==> config.mk <==
export PLATFORM = sky130hd
export DESIGN_NAME = useq_controller
export DESIGN_NICKNAME = d
export VERILOG_FILES = /design/src/rtl/ctrl_seq_pkg.sv /design/src/rtl/useq_stack.sv /design/src/rtl/useq_controller.sv
export SDC_FILE = /design/constraint.sdc
export NUM_CORES = 1
export LEC_CHECK = 0
export ABC_CLOCK_PERIOD_IN_PS = 4980
export CAP_MARGIN = 0
export CORE_ASPECT_RATIO = 0.6
export CORE_MARGIN = 5
export CORE_UTILIZATION = 52
export CTS_BUF_LIST = sky130_fd_sc_hd__clkbuf_4
export CTS_CLUSTER_SIZE = 40
export DETAILED_ROUTE_END_ITERATION = 8
export GPL_ROUTABILITY_DRIVEN = 1
export GPL_TIMING_DRIVEN = 0
export PLACE_DENSITY = 0.88
export SYNTH_ARGS = -nofsm -noshare
export SYNTH_HDL_FRONTEND = slang
export SYNTH_HIERARCHICAL = 1
export SYNTH_SLANG_ARGS = --single-unit
==> constraint.sdc <==
create_clock -name clk -period 4.98 [get_ports clk]
set_input_delay 0.498 -clock clk [delete_from_list [all_inputs] [get_ports clk]]
set_output_delay 0.498 -clock clk [all_outputs]
set_load 0.01 [all_outputs]
==> src/rtl/ctrl_seq_pkg.sv <==
// -----------------------------------------------------------------------------
// ctrl_seq_pkg
// Shared definitions for the microprogram sequencer:
//   - SEQ_W     : width of the micro-instruction sequencing field
//   - seq_op_e  : sequencing opcodes (successor selection)
//   - state_e   : sequencer control states
//   - cs_width  : condition-select field width for a given flag count
// No ports (package).
// -----------------------------------------------------------------------------
package ctrl_seq_pkg;

  localparam int SEQ_W = 3;

  typedef enum logic [SEQ_W-1:0] {
    SEQ_NEXT  = 3'd0,
    SEQ_JUMP  = 3'd1,
    SEQ_CJUMP = 3'd2,
    SEQ_MAP   = 3'd3,
    SEQ_CALL  = 3'd4,
    SEQ_RET   = 3'd5,
    SEQ_HALT  = 3'd6,
    SEQ_RSVD  = 3'd7   // decoded exactly like SEQ_NEXT
  } seq_op_e;

  typedef enum logic {
    ST_IDLE = 1'b0,
    ST_RUN  = 1'b1
  } state_e;

  // A single flag still needs a 1-bit select field.
  function automatic int cs_width(input int ncond);
    return (ncond > 1) ? $clog2(ncond) : 1;
  endfunction

endpackage

==> src/rtl/useq_stack.sv <==
// -----------------------------------------------------------------------------
// useq_stack
// Return-address LIFO for the microprogram sequencer.
// Ports:
//   clk    in   clock, rising edge
//   reset  in   asynchronous active-low reset (pointer only)
//   clr    in   empty the stack (synchronous)
//   push   in   push din (ignored when full)
//   pop    in   drop top entry (ignored when empty)
//   din    in   WIDTH  data to push
//   dout   out  WIDTH  current top entry (0 when empty)
//   full   out  DEPTH entries held
//   empty  out  no entries held
// -----------------------------------------------------------------------------
module useq_stack #(
  parameter int DEPTH = 4,
  parameter int WIDTH = 16
) (
  input  logic             clk,
  input  logic             reset,
  input  logic             clr,
  input  logic             push,
  input  logic             pop,
  input  logic [WIDTH-1:0] din,
  output logic [WIDTH-1:0] dout,
  output logic             full,
  output logic             empty
);

  localparam int PTR_W = $clog2(DEPTH + 1);
  localparam int IDX_W = (DEPTH > 1) ? $clog2(DEPTH) : 1;

  logic [WIDTH-1:0] mem_q [DEPTH];
  logic [PTR_W-1:0] sp_q;
  logic [PTR_W-1:0] sp_d;
  logic             do_push;

  assign full    = (sp_q == PTR_W'(DEPTH));
  assign empty   = (sp_q == '0);
  assign do_push = push && !full && !clr;

  always_comb begin
    sp_d = sp_q;
    if (clr) begin
      sp_d = '0;
    end else if (do_push) begin
      sp_d = sp_q + PTR_W'(1);
    end else if (pop && !empty) begin
      sp_d = sp_q - PTR_W'(1);
    end
  end

  always_ff @(posedge clk or negedge reset) begin
    if (!reset) begin
      sp_q <= '0;
    end else begin
      sp_q <= sp_d;
    end
  end

  // Entry storage carries no reset: contents are meaningless once the
  // pointer is cleared, and leaving it out keeps it mappable to RAM.
  always_ff @(posedge clk) begin
    if (do_push) begin
      mem_q[IDX_W'(sp_q)] <= din;
    end
  end

  // Guard the empty case so the read index never leaves the array.
  always_comb begin
    dout = '0;
    if (!empty) begin
      dout = mem_q[IDX_W'(sp_q - PTR_W'(1))];
    end
  end

endmodule

==> src/rtl/useq_controller.sv <==
// -----------------------------------------------------------------------------
// useq_controller
// Microprogram sequencer: holds the micro-PC, addresses an external
// combinational-read microcode ROM and selects each successor address.
// Ports:
//   clk      in   clock, rising edge
//   reset    in   asynchronous active-low reset
//   start    in   start request (sampled in IDLE only)
//   stall    in   freeze sequencing and blank ops while running
//   ir       in   IR_W    instruction register (MAP source)
//   flags    in   NCOND   datapath condition flags (bit 0 = z)
//   uaddr    out  ADDR_W  registered micro-PC / ROM address
//   u_seq    in   3       ROM: sequencing opcode
//   u_csel   in   CS_W    ROM: condition select
//   u_cpol   in   1       ROM: invert condition
//   u_jaddr  in   ADDR_W  ROM: jump/call target
//   u_ops    in   OP_W    ROM: control word
//   ops      out  OP_W    control word to datapath
//   busy     out  high while running
//   done     out  one-cycle pulse after a normal HALT
//   err      out  sticky stack overflow/underflow
// -----------------------------------------------------------------------------
module useq_controller
  import ctrl_seq_pkg::*;
#(
  parameter int  ADDR_W      = 16,
  parameter int  OP_W        = 51,
  parameter int  IR_W        = 8,
  parameter int  MAP_SHIFT   = 3,
  parameter int  NCOND       = 4,
  parameter int  STACK_DEPTH = 4,
  parameter int  FETCH_ADDR  = 0,
  localparam int CS_W        = cs_width(NCOND)
) (
  input  logic              clk,
  input  logic              reset,
  input  logic              start,
  input  logic              stall,
  input  logic [IR_W-1:0]   ir,
  input  logic [NCOND-1:0]  flags,
  output logic [ADDR_W-1:0] uaddr,
  input  logic [SEQ_W-1:0]  u_seq,
  input  logic [CS_W-1:0]   u_csel,
  input  logic              u_cpol,
  input  logic [ADDR_W-1:0] u_jaddr,
  input  logic [OP_W-1:0]   u_ops,
  output logic [OP_W-1:0]   ops,
  output logic              busy,
  output logic              done,
  output logic              err
);

  localparam logic [ADDR_W-1:0] FETCH = ADDR_W'(FETCH_ADDR);
  localparam int                MAP_W = ADDR_W + IR_W + MAP_SHIFT;

  state_e              state_q, state_d;
  logic [ADDR_W-1:0]   upc_q, upc_d;
  logic                done_q, done_d;
  logic                err_q, err_d;

  logic [ADDR_W-1:0]   upc_inc;
  logic [ADDR_W-1:0]   map_addr;
  logic [(1<<CS_W)-1:0] flags_ext;
  logic                cond;

  logic                stk_clr, stk_push, stk_pop;
  logic                stk_full, stk_empty;
  logic [ADDR_W-1:0]   stk_top;

  assign upc_inc  = upc_q + ADDR_W'(1);
  // Widen before shifting so no IR bits are lost, then keep the low bits.
  assign map_addr = ADDR_W'(MAP_W'(ir) << MAP_SHIFT);

  // Pad the flags out to every encodable select value; selects beyond
  // NCOND land on the zero padding.
  always_comb begin
    flags_ext              = '0;
    flags_ext[NCOND-1:0]   = flags;
  end

  assign cond = flags_ext[u_csel] ^ u_cpol;

  useq_stack #(
    .DEPTH (STACK_DEPTH),
    .WIDTH (ADDR_W)
  ) u_stack (
    .clk   (clk),
    .reset (reset),
    .clr   (stk_clr),
    .push  (stk_push),
    .pop   (stk_pop),
    .din   (upc_inc),
    .dout  (stk_top),
    .full  (stk_full),
    .empty (stk_empty)
  );

  always_comb begin
    state_d  = state_q;
    upc_d    = upc_q;
    done_d   = 1'b0;
    err_d    = err_q;
    stk_clr  = 1'b0;
    stk_push = 1'b0;
    stk_pop  = 1'b0;

    case (state_q)
      ST_IDLE: begin
        if (start) begin
          // A fresh run never inherits return addresses from an aborted one.
          state_d = ST_RUN;
          upc_d   = FETCH;
          err_d   = 1'b0;
          stk_clr = 1'b1;
        end
      end

      ST_RUN: begin
        if (!stall) begin
          case (seq_op_e'(u_seq))
            SEQ_JUMP:  upc_d = u_jaddr;
            SEQ_CJUMP: upc_d = cond ? u_jaddr : upc_inc;
            SEQ_MAP:   upc_d = map_addr;
            SEQ_CALL: begin
              if (stk_full) begin
                err_d   = 1'b1;
                state_d = ST_IDLE;
                upc_d   = FETCH;
              end else begin
                stk_push = 1'b1;
                upc_d    = u_jaddr;
              end
            end
            SEQ_RET: begin
              if (stk_empty) begin
                err_d   = 1'b1;
                state_d = ST_IDLE;
                upc_d   = FETCH;
              end else begin
                stk_pop = 1'b1;
                upc_d   = stk_top;
              end
            end
            SEQ_HALT: begin
              done_d  = 1'b1;
              state_d = ST_IDLE;
              upc_d   = FETCH;
            end
            default: upc_d = upc_inc;  // NEXT and the reserved code
          endcase
        end
      end

      default: begin
        state_d = ST_IDLE;
        upc_d   = FETCH;
      end
    endcase
  end

  always_ff @(posedge clk or negedge reset) begin
    if (!reset) begin
      state_q <= ST_IDLE;
      upc_q   <= FETCH;
      done_q  <= 1'b0;
      err_q   <= 1'b0;
    end else begin
      state_q <= state_d;
      upc_q   <= upc_d;
      done_q  <= done_d;
      err_q   <= err_d;
    end
  end

  assign uaddr = upc_q;
  assign busy  = (state_q == ST_RUN);
  // Combinational from the ROM word so a word's controls appear in the
  // same cycle its address is presented, HALT words included.
  assign ops   = (busy && !stall) ? u_ops : '0;
  assign done  = done_q;
  assign err   = err_q;

endmodule

==> impl_results.md, run 1 <==
- Maximum clock path buffer count: 2
- Slowest-stage cell, CP: and3_1
- Largest net degree at the start of global routing: 23
- Fmax: between 200 and 300 MHz
- IR Drop Worst-Case VDD: between 0.0002 and 0.00025 V
- Startpoint Class: register
- CP Max Fanout: 16
- Die ar.: ~12000 sq um
- Inserted Clock Buffers: 9
- RSZ-0062 raised after global routing: no
- Vias: 4505
- Worst EP arrival: between 3000 and 4000 ps
- Nets: 700
- First-pass GRT wire length: approximately 26000 um
- Setup CP Type: register to register
- Cell family with most CP delay: simple AND/OR/NAND/NOR gates
- Via density per instance: just over 6
- Max-cap viol count: 0
- Hold_ws: around 470 ps
- Final setup violation count: 0
- Post-route ant nets: 0
- Leakage power: between 0.002 and 0.003 uW
- Pwr dens: 386.2 nW/um^2
- Post-Syn Instances: approximately 440
- Post-CTS Setup Inserts: 0
- Vias in the first global route: roughly 4.4k
- Ant diodes: 0
- Largest cells by area after synthesis: edfxtp_1 (38%), dfrtp_1 (11%), and2_1 (8.7%)
- Final Critical Period: between 3000 and 4000 ps
- Fin. Hold Viols: 0
- CP Cell Sequence: buf_6 -> buf_12 -> inv_1 -> ha_1 -> nand2_4 -> clkinv_4 -> nor3_1 -> nand2_1 -> nor2_1 -> nor2b_1 -> and3_1
- Slew Limit Fails: 0
- Initial antenna violation count: 0
- Initial Util: 0.5427
- 1st-iter DRT viols: about 750
- CTS tree: built
- Fin Setup TNS: 0 ps
- H-tree levels: 3
- Layout Skew: about 14 ps
- GRT Residual Overflow: 0
- Synthesized cell area: roughly 5000 sq um
- Mapped Nets: between 500 and 600
- Top-area cell type share of the netlist area: 0.3798
- Buf/Inv on CP: 4
- Dominant synthesized flop cell: edfxtp_1
- Number of synthesized flops with an enable pin: 64
- Fraction of registers with async set/reset: 0.2558
- Slew headroom: 0.2464
- Synth-to-Final Area Change: 36.75%
- Drc violations: 0
- Worst-path clk slew: roughly 150 ps
- Post-cts hold buffer count: 0
- Tightest Hold Check Type: input pin to register
- Clock Latency Late Sink: between 400 and 500 ps
- DIE WIDTH: between 100 and 150 um
- Critical Path RT: around 5000 ps
- I/O Buffers: approximately 160
- Syn_area_per_cell: 11.55 sq um
- Worst-Margin Slew: 1127 ps
- GP Congestion: between 1 and 1.5
- Yosys top cell by area: edfxtp_1
- Crit path capture type: register
- Tot GR Track Use: 0.2924
- Count of cell types in the netlist: 66
- # clock sinks: 86
- Cts repair resizes: 0
- Die extent in y: just under 90 um
- Status: finished clean
- CP peak stage delay: about 840 ps
- Hpwl dp: approximately 13000 um
- Yosys reg bits: 86
- Synth warn: 6
- WL/cell: 23.43 um
- Register area share after synthesis: 0.4886
- Site Rows: 27
- Tcrit/Tclk final: 0.7276
- Core area: ~9300 sq um
- Top-Level Pins: 159
- CTS root buffer: clkbuf_4
- Overall routed net length: between 15000 and 20000 um
- Initial DRT Pass Iterations: 8
- Share of cells above drive strength 1: 0.09180
[synth_stat cells, types with 3 or more instances]
| cell type | n |
|---|---|
| or3_1 | 3 |
| nand3_1 | 10 |
| mux4_2 | 8 |
| and3_1 | 9 |
| o221ai_1 | 5 |
| dfrtp_1 | 22 |
| mux4_1 | 9 |
| xnor2_1 | 8 |
| edfxtp_1 | 64 |
| ha_1 | 6 |
| nand4_1 | 6 |
| nor2_1 | 11 |
| nor3_1 | 7 |
| a221oi_1 | 7 |
| a21o_1 | 4 |
| clkbuf_1 | 13 |
| o31ai_1 | 3 |
| a31oi_1 | 7 |
| nand2b_1 | 6 |
| inv_1 | 11 |
| buf_6 | 3 |
| and2_1 | 70 |
| a32o_1 | 7 |
| o21ai_0 | 14 |
| nor2b_1 | 4 |
| a21oi_1 | 29 |
| a211oi_1 | 3 |
| buf_2 | 9 |
| xor2_1 | 5 |
| nand2_1 | 32 |
[stage by stage]
stage                     cells    util  worst slack, ps  power, uW  area, sq um
after floorplan             438       -             2123       1743         5060
final                       740  0.7421             1357       2672         6919
after global placement      724  0.7276             1557       2226         6784
after CTS                   740  0.7421             1382       2638         6919
after detailed placement    724  0.7276             1417       2258         6784
after global routing        740  0.7421             1058       2796         6919
[logic make-up (layout without fill, tap and decap cells)]
kind of cell    Yosys count  count (layout)  share of synthesized area
mux                      19              19                    0.08729
fa+ha+maj                 6               6                    0.01484
simple gates            171             171                     0.1951
xor+xnor                 14              14                    0.02572
flops                    86              86                     0.4886
buf+inv                  42             214                    0.04302
compound gates          100             100                     0.1454
[routing by layer]
| metal | vias up | wire length (um) | track usage |
|---|---|---|---|
| met1 | 2170 | 7073 | 0.4190 |
| met4 | 0 | 326 | 0.05797 |
| met2 | 309 | 7805 | 0.4251 |
| met5 | - | 0 | 0 |
| met3 | 38 | 2129 | 0.1143 |
| li1 | 1988 | - | - |
[path summary, 6_finish.rpt]
check                                             from                            end  slack, ps  cells past startpoint
setup / recovery           u_stack/sp_q[0]$_DFFE_PN0P_  u_stack/mem_q[0][9]$_DFFE_PP_       1360                     11
setup reg to reg           u_stack/sp_q[0]$_DFFE_PN0P_  u_stack/mem_q[0][9]$_DFFE_PP_       1360                     11
min in group asynchronous                        reset    u_stack/sp_q[1]$_DFFE_PN0P_        630                      1
hold reg to reg                        err$_DFFE_PN0P_                err$_DFFE_PN0P_        520                      2
hold / removal                                u_seq[1]                 done$_DFF_PN0_        470                      3
max in group asynchronous                        reset           uaddr[3]$_DFFE_PN0P_       3690                      1
[worst min-delay path, cell delays in order]
cell,delay (ps)
buf_2,160
nand2b_1,170
nor2_1,60
[flip-flops by register name (all words and copies together) (netlist names)]
signal         count
uaddr             16
err                1
busy               1
u_stack/sp_q       3
u_stack/mem_q     64
done               1
[power by group]
group | total [uW] | leakage [uW] | internal, uW | switching, uW
Combinational | 1290 | 0.00158 | 599 | 691
Clock | 387 | 0.0000751 | 114 | 273
Sequential | 996 | 0.000852 | 899 | 96.9
[layout make-up]
class | count | area, sq um
clock inverters | 7 | 67.56
flip-flops and latches | 86 | 2472
multi-input cells | 310 | 2370
repair buffers | 156 | 1562
fillers | 673 | 2405
well taps | 130 | 162.7
plain buffers | 29 | 163.9
inverters | 13 | 53.80
clock buffers | 9 | 67.56
[placed cells by master, fill, tap and decap left out, types with 10 or more instances in the layout]
cell / instances
o21ai_0: 14
dfrtp_1: 22
nor2_1: 11
clkbuf_1: 13
inv_1: 11
edfxtp_1: 64
nand2_1: 32
nand3_1: 10
and2_1: 70
clkdlybuf4s50_1: 156
a21oi_1: 29
Power figures use the tool's default switching activity.
==> inputs of run 2 (changes only) <==
- ABC_CLOCK_PERIOD_IN_PS: 4980 -> 3000
- CORE_UTILIZATION: 52 -> 44
- PLACE_DENSITY: 0.88 -> 0.79
- clock period: 4.98 -> 3 ns (I/O delays scaled with it)
==> run 2 against run 1 <==
  * Clock skew increased by 8.8 ps
  * Critical path type unchanged
  * Final area is 3.0% higher
  * Global-route usage fell by 4.6 points
  * Non-clock buffer count increased by 5
  * Highest routed layer unchanged
  * Clock power up 100%
  * Largest power group unchanged
  * Sequential power increased by 68%
  * Via count grew 0.24%
==> impl_results.md, run 2 (synthesis results as in run 1) <==
- Startpoint Class: register (unchanged)
- Inserted Clock Buffers: 9 (unchanged)
- Share of cells above drive strength 1: 0.1220 (was 0.09180)
- Fin. Hold Viols: 0 (unchanged)
- GRT Residual Overflow: 0 (unchanged)
- CP Max Fanout: 10 (was 16)
- Tcrit/Tclk final: 0.9804 (was 0.7276)
- Most flop-heavy register: u_stack/mem_q (unchanged)
- Initial DRT Pass Iterations: 5 (was 8)
- Worst EP arrival: 3300 ps (was 3730 ps)
- Hold_ws: 274.6 ps (was 472.4 ps)
- Nets: 705 (was 700)
- Leakage power: 0.002542 uW (was 0.002506 uW)
- Max reg flops: 64 (unchanged)
- Slowest-stage cell, CP: dfrtp_1 (was and3_1)
- CP Cell Sequence: buf_8 -> buf_12 -> inv_1 -> ha_4 -> nand2_4 -> clkinv_4 -> nor3_4 -> nand2_2 -> nor2_4 -> nor2b_4 -> nand3_2 -> a211oi_2 -> mux2_4 (was buf_6 -> buf_12 -> inv_1 -> ha_1 -> nand2_4 -> clkinv_4 -> nor3_1 -> nand2_1 -> nor2_1 -> nor2b_1 -> and3_1)
- Fill count: 889 (was 673)
- Critical Path RT: 3360 ps (was 5090 ps)
- Initial antenna violation count: 1 (was 0)
- Dpl cell area: 6802 sq um (was 6784 sq um)
- Commonest non-fill, non-tap cell in the layout: clkdlybuf4s50_1 (unchanged)
- Vias in the first global route: 4444 (was 4364)
- CTS tree: built (unchanged)
- Register area: 2472 sq um (unchanged)
- Clock Latency Late Sink: 480 ps (was 460 ps)
- Status: finished clean (unchanged)
- Initial Util: 0.4493 (was 0.5427)
- Tot GR Track Use: 0.2461 (was 0.2924)
- I/O Buffers: 156 (unchanged)
- Slew Limit Fails: 0 (unchanged)
- Overall routed net length: 17340 um (about the same)
- Fin Setup TNS: 0 ps (unchanged)
- Final Non-Filler Cells: 760 (was 740)
- Top-Level Pins: 159 (unchanged)
- Tightest Hold Check Type: input pin to register (unchanged)
- First-pass GRT wire length: 25640 um (was 25740 um)
- Site Rows: 30 (was 27)
- Crit path capture type: register (unchanged)
- Area of the multi-input gates: 2445 sq um (was 2370 sq um)
- WL/cell: 22.81 um (was 23.43 um)
- Vias: 4516 (was 4505)
- H-tree levels: 3 (unchanged)
- 1st-iter DRT viols: 680 (was 754)
- Post-cts hold buffer count: 0 (unchanged)
- Maximum clock path buffer count: 2 (unchanged)
- Post-route ant nets: 0 (unchanged)
- Hpwl dp: 12510 um (was 13490 um)
- CP peak stage delay: 440 ps (was 840 ps)
- GP Congestion: 0.9293 (was 1.020)
- Final setup violation count: 0 (unchanged)
- CTS root buffer: clkbuf_4 (unchanged)
- Drc violations: 0 (unchanged)
- # clock sinks: 86 (unchanged)
- Most frequent cells in the layout: clkdlybuf4s50_1 (156), and2_1 (70), edfxtp_1 (64) (unchanged)
- Slew headroom: 0.1923 (was 0.2464)
- Total power: 4692 uW (was 2672 uW)
- Worst-path clk slew: 130 ps (was 150 ps)
- Die extent in y: 93.07 um (was 86.41 um)
- Fmax: 340.0 MHz (was 276.0 MHz)
- Design area: 7128 sq um (was 6919 sq um)
- DIE WIDTH: 148.4 um (was 137.3 um)
- Layout Skew: 22.96 ps (was 14.16 ps)
- Die ar.: 13810 sq um (was 11870 sq um)
- Largest net degree at the start of global routing: 23 (unchanged)
- Synth-to-Final Area Change: 40.88% (was 36.75%)
- IR Drop Worst-Case VDD: 0.0003268 V (was 0.0002191 V)
- Placed cell count: 738 (was 724)
- Worst-Margin Slew: 1208 ps (was 1127 ps)
- Max-cap viol count: 0 (unchanged)
- Core area: 11260 sq um (was 9324 sq um)
- Pwr dens: 658.2 nW/um^2 (was 386.2 nW/um^2)
- Via density per instance: 5.942 (was 6.088)
- Setup CP Type: register to register (unchanged)
- Final Critical Period: 2941 ps (was 3623 ps)
## run 2: cell count changes in the layout (fill, tap and decap cells not counted), sizes merged
cell      delta
bufinv       +2
diode        +1
buf          +5
clkinv       -5
clkinvlp     +3
clkbuf       +2
inv          -2
## run 2: cell type report
cell class                      instances  area share
Sequential cell                        86      0.3468
Multi-Input combinational cell        310      0.3430
Timing Repair Buffer                  162      0.2289
Tap cell                              144     0.02528
Buffer                                 28     0.02422
Clock inverter                          5     0.01176
Clock buffer                           11     0.01159
Inverter                               13    0.008074
Antenna cell                            1   0.0003511
## run 2: layer usage
metal  vias up  part of all wire  track usage
li1       1997                 -            -
met1      2180              0.41       0.3508
met2       298              0.45       0.3513
met3        41              0.12      0.07361
met4         0             0.022      0.09762
met5         -                 0            0
## run 2: worst paths after layout
check | startpoint | to | slack [ps] | cells past startpoint
min reg2reg | err$_DFFE_PN0P_ | err$_DFFE_PN0P_ | 540 | 2
min in group asynchronous | reset | uaddr[4]$_DFFE_PN0P_ | 440 | 1
min | u_seq[1] | done$_DFF_PN0_ | 270 | 3
max in group asynchronous | reset | uaddr[10]$_DFFE_PN0P_ | 1820 | 1
max reg2reg | u_stack/sp_q[0]$_DFFE_PN0P_ | u_stack/sp_q[2]$_DFFE_PN0P_ | 60 | 13
max | u_stack/sp_q[0]$_DFFE_PN0P_ | u_stack/sp_q[2]$_DFFE_PN0P_ | 60 | 13
## run 2: repair_timing
action,4_1_cts,5_1_grt
setup buffers,3,3
resized for setup,20,6
endpoints found under the setup margin,82,71
hold endpoints to repair,0,0
pin swaps,0,2
## run 2: where the power goes
part           switching [uW]  internal, uW  leakage, uW  total [uW]
Sequential                175          1490     0.000852        1670
Clock                     417           359    0.0000837         776
Combinational            1170          1080      0.00161        2250
Total                    1760          2930      0.00254        4690
## run 2: worst max-delay path, delay by kind of cell, from the launching register on
kind / cells / cell delay [ps]
AND/OR/NAND/NOR: 6 / 980
buffers and inverters: 4 / 570
flip-flops: 1 / 440
multiplexers: 1 / 320
AO/OA/AOI/OAI: 1 / 300
adder cells (fa/ha/maj): 1 / 220
## run 2: stage by stage
| stage | setup slack, ps | util |
|---|---|---|
| floorplan | 142.7 | - |
| global placement | -639.0 | 0.6040 |
| detailed placement | -746.9 | 0.6040 |
| CTS | 14.63 | 0.6284 |
| global route | -48.03 | 0.6330 |
| finish | 58.72 | 0.6330 |
==> inputs of run 3 (changes only) <==
- CELL_PAD_IN_SITES_DETAIL_PLACEMENT: default -> 0
- CELL_PAD_IN_SITES_GLOBAL_PLACEMENT: default -> 1
- CORE_UTILIZATION: 44 -> 34
- PLACE_DENSITY: 0.79 -> default
- PLACE_DENSITY_LB_ADDON: default -> 0.1
- SKIP_CTS_REPAIR_TIMING: default -> 1
==> run 3 against run 2 <==
  * Critical path depth stayed put
  * First-iteration DRC count is 25% lower
  * Setup slack better by 10 ps
  * Highest routed layer unchanged
  * Clock-buffer cell count down 2
  * Clock skew decreased by 5.9 ps
  * Utilization shrank 14 points
  * Final cell count grew 6.8%
  * Final area is 0.30% higher
  * Largest power group unchanged
==> impl_results.md, run 3 (synthesis results as in run 1) <==
- Worst EP arrival: 3280 ps (was 3300 ps)
- CTS root buffer: clkbuf_4 (unchanged)
- Fmax: 341.2 MHz (was 340.0 MHz)
- Max reg flops: 64 (unchanged)
- Crit path capture type: register (unchanged)
- Leakage power: 0.002525 uW (was 0.002542 uW)
- Vias in the first global route: 4240 (was 4444)
- Critical Path RT: 3350 ps (was 3360 ps)
- Fin. Hold Viols: 0 (unchanged)
- WL/cell: 21.56 um (was 22.81 um)
- Hold_ws: 309.2 ps (was 274.6 ps)
- CP Max Fanout: 10 (unchanged)
- Layout Skew: 17.05 ps (was 22.96 ps)
- Sequential cell fraction of total power: 0.359 (was 0.355)
- 1st-iter DRT viols: 511 (was 680)
- Switching Share: 0.3852 (was 0.3754)
- Initial Util: 0.3478 (was 0.4493)
- Most flop-heavy register: u_stack/mem_q (unchanged)
- Largest net degree at the start of global routing: 23 (unchanged)
- Clock Power Share: 0.160 (was 0.165)
- Initial antenna violation count: 1 (unchanged)
- First-pass GRT wire length: 26000 um (was 25640 um)
- Post-route ant nets: 0 (unchanged)
- CTS tree: built (unchanged)
- Slew headroom: 0.4928 (was 0.1923)
- Die extent in y: 104.5 um (was 93.07 um)
- Drc violations: 0 (unchanged)
- Worst-Margin Slew: 760.8 ps (was 1208 ps)
- Startpoint Class: register (unchanged)
- Final Critical Period: 2931 ps (was 2941 ps)
- Inserted Clock Buffers: 9 (unchanged)
- Comb power frac: 0.480 (was 0.479)
- Commonest non-fill, non-tap cell in the layout: clkdlybuf4s50_1 (unchanged)
- Placed cell count: 792 (was 738)
- Status: finished clean (unchanged)
- Hpwl dp: 13540 um (was 12510 um)
- Core area: 14550 sq um (was 11260 sq um)
- Switching pwr: 1776 uW (was 1761 uW)
- Maximum clock path buffer count: 2 (unchanged)
- # clock sinks: 86 (unchanged)
- Die ar.: 17500 sq um (was 13810 sq um)
- Max-cap viol count: 0 (unchanged)
- I/O Buffers: 156 (unchanged)
- Slew Limit Fails: 0 (unchanged)
- Share of cells above drive strength 1: 0.1191 (was 0.1220)
- Final setup violation count: 0 (unchanged)
- Site Rows: 34 (was 30)
- Tightest Hold Check Type: input pin to register (unchanged)
- Final Non-Filler Cells: 812 (was 760)
- DIE WIDTH: 167.5 um (was 148.4 um)
- IR Drop Worst-Case VDD: 0.0003737 V (was 0.0003268 V)
- Initial DRT Pass Iterations: 5 (unchanged)
- Vias: 4397 (was 4516)
- H-tree levels: 3 (unchanged)
- Tcrit/Tclk final: 0.9770 (was 0.9804)
- Synth-to-Final Area Change: 41.30% (was 40.88%)
- GP Congestion: 0.8457 (was 0.9293)
- Top-Level Pins: 159 (unchanged)
- Clock Latency Late Sink: 460 ps (was 480 ps)
- Pwr dens: 645.0 nW/um^2 (was 658.2 nW/um^2)
- Core Util, Final: 0.4914 (was 0.6330)
- GRT Residual Overflow: 0 (unchanged)
- Worst-path clk slew: 150 ps (was 130 ps)
- Setup CP Type: register to register (unchanged)
- Cell-internal power: 2835 uW (was 2930 uW)
- Nets: 703 (was 705)
- Most frequent cells in the layout: clkdlybuf4s50_1 (155), and2_1 (70), edfxtp_1 (64) (was clkdlybuf4s50_1 (156), and2_1 (70), edfxtp_1 (64))
- Tot GR Track Use: 0.1943 (was 0.2461)
- Overall routed net length: 17510 um (was 17340 um)
- Via density per instance: 5.415 (was 5.942)
==> run 3: final timing paths <==
path / startpoint / endpoint / slack (ps) / cells past startpoint
max: u_stack/sp_q[0]$_DFFE_PN0P_ / u_stack/sp_q[2]$_DFFE_PN0P_ / 70 / 13
min: u_seq[1] / done$_DFF_PN0_ / 310 / 3
max reg2reg: u_stack/sp_q[0]$_DFFE_PN0P_ / u_stack/sp_q[2]$_DFFE_PN0P_ / 70 / 13
min reg2reg: err$_DFFE_PN0P_ / err$_DFFE_PN0P_ / 510 / 2
max in group asynchronous: reset / uaddr[14]$_DFFE_PN0P_ / 2210 / 2
min in group asynchronous: reset / u_stack/sp_q[2]$_DFFE_PN0P_ / 380 / 2
==> run 3: layout make-up <==
cell class | instances | area (sq um)
timing repair buffer | 160 | 1602
buffer | 28 | 172.7
antenna | 1 | 2.502
fill | 1320 | 7400
sequential | 86 | 2472
clock inverter | 7 | 90.09
multi-input combinational | 310 | 2437
clock buffer | 9 | 67.56
tap | 198 | 247.7
inverter | 13 | 57.56
==> run 3: power groups by stage <==
stage	sequential, uW	clock (uW)	combinational [uW]
2_1_floorplan	1670	0	1230
6_report	1660	740	2210
4_1_cts	1650	756	2120
3_5_place_dp	1680	0	2110
5_1_grt	1680	801	2380
3_3_place_gp	1670	0	2080
==> run 3: worst max-delay path: stages, from the launching register on <==
cell and delay [ps]:
dfrtp_1 430, buf_8 180, buf_12 160, inv_1 110, ha_4 210, nand2_4 110
clkinv_4 90, nor3_4 180, nand2_2 140, nor2_4 150, nor2b_2 230, nand3_1 200
a211oi_2 330, mux2_4 320
==> run 3: metrics by stage <==
step	cell area [sq um]	power (uW)	setup WS, ps	setup TNS (ps)
6_report	7149	4612	69.10	0
5_1_grt	7149	4862	-45.25	-45.25
4_1_cts	7027	4525	-681.7	-44160
3_5_place_dp	6869	3781	-631.5	-40690
3_3_place_gp	6869	3752	-630.8	-40300
2_1_floorplan	5060	2894	142.7	0
==> run 3: per-layer routing <==
metal | up-vias | GRT usage | routed length, um
met4 | 0 | 0.03995 | 212
li1 | 2004 | - | -
met2 | 205 | 0.2869 | 7948
met5 | - | 0 | 0
met1 | 2167 | 0.2909 | 8104
met3 | 21 | 0.04633 | 1239
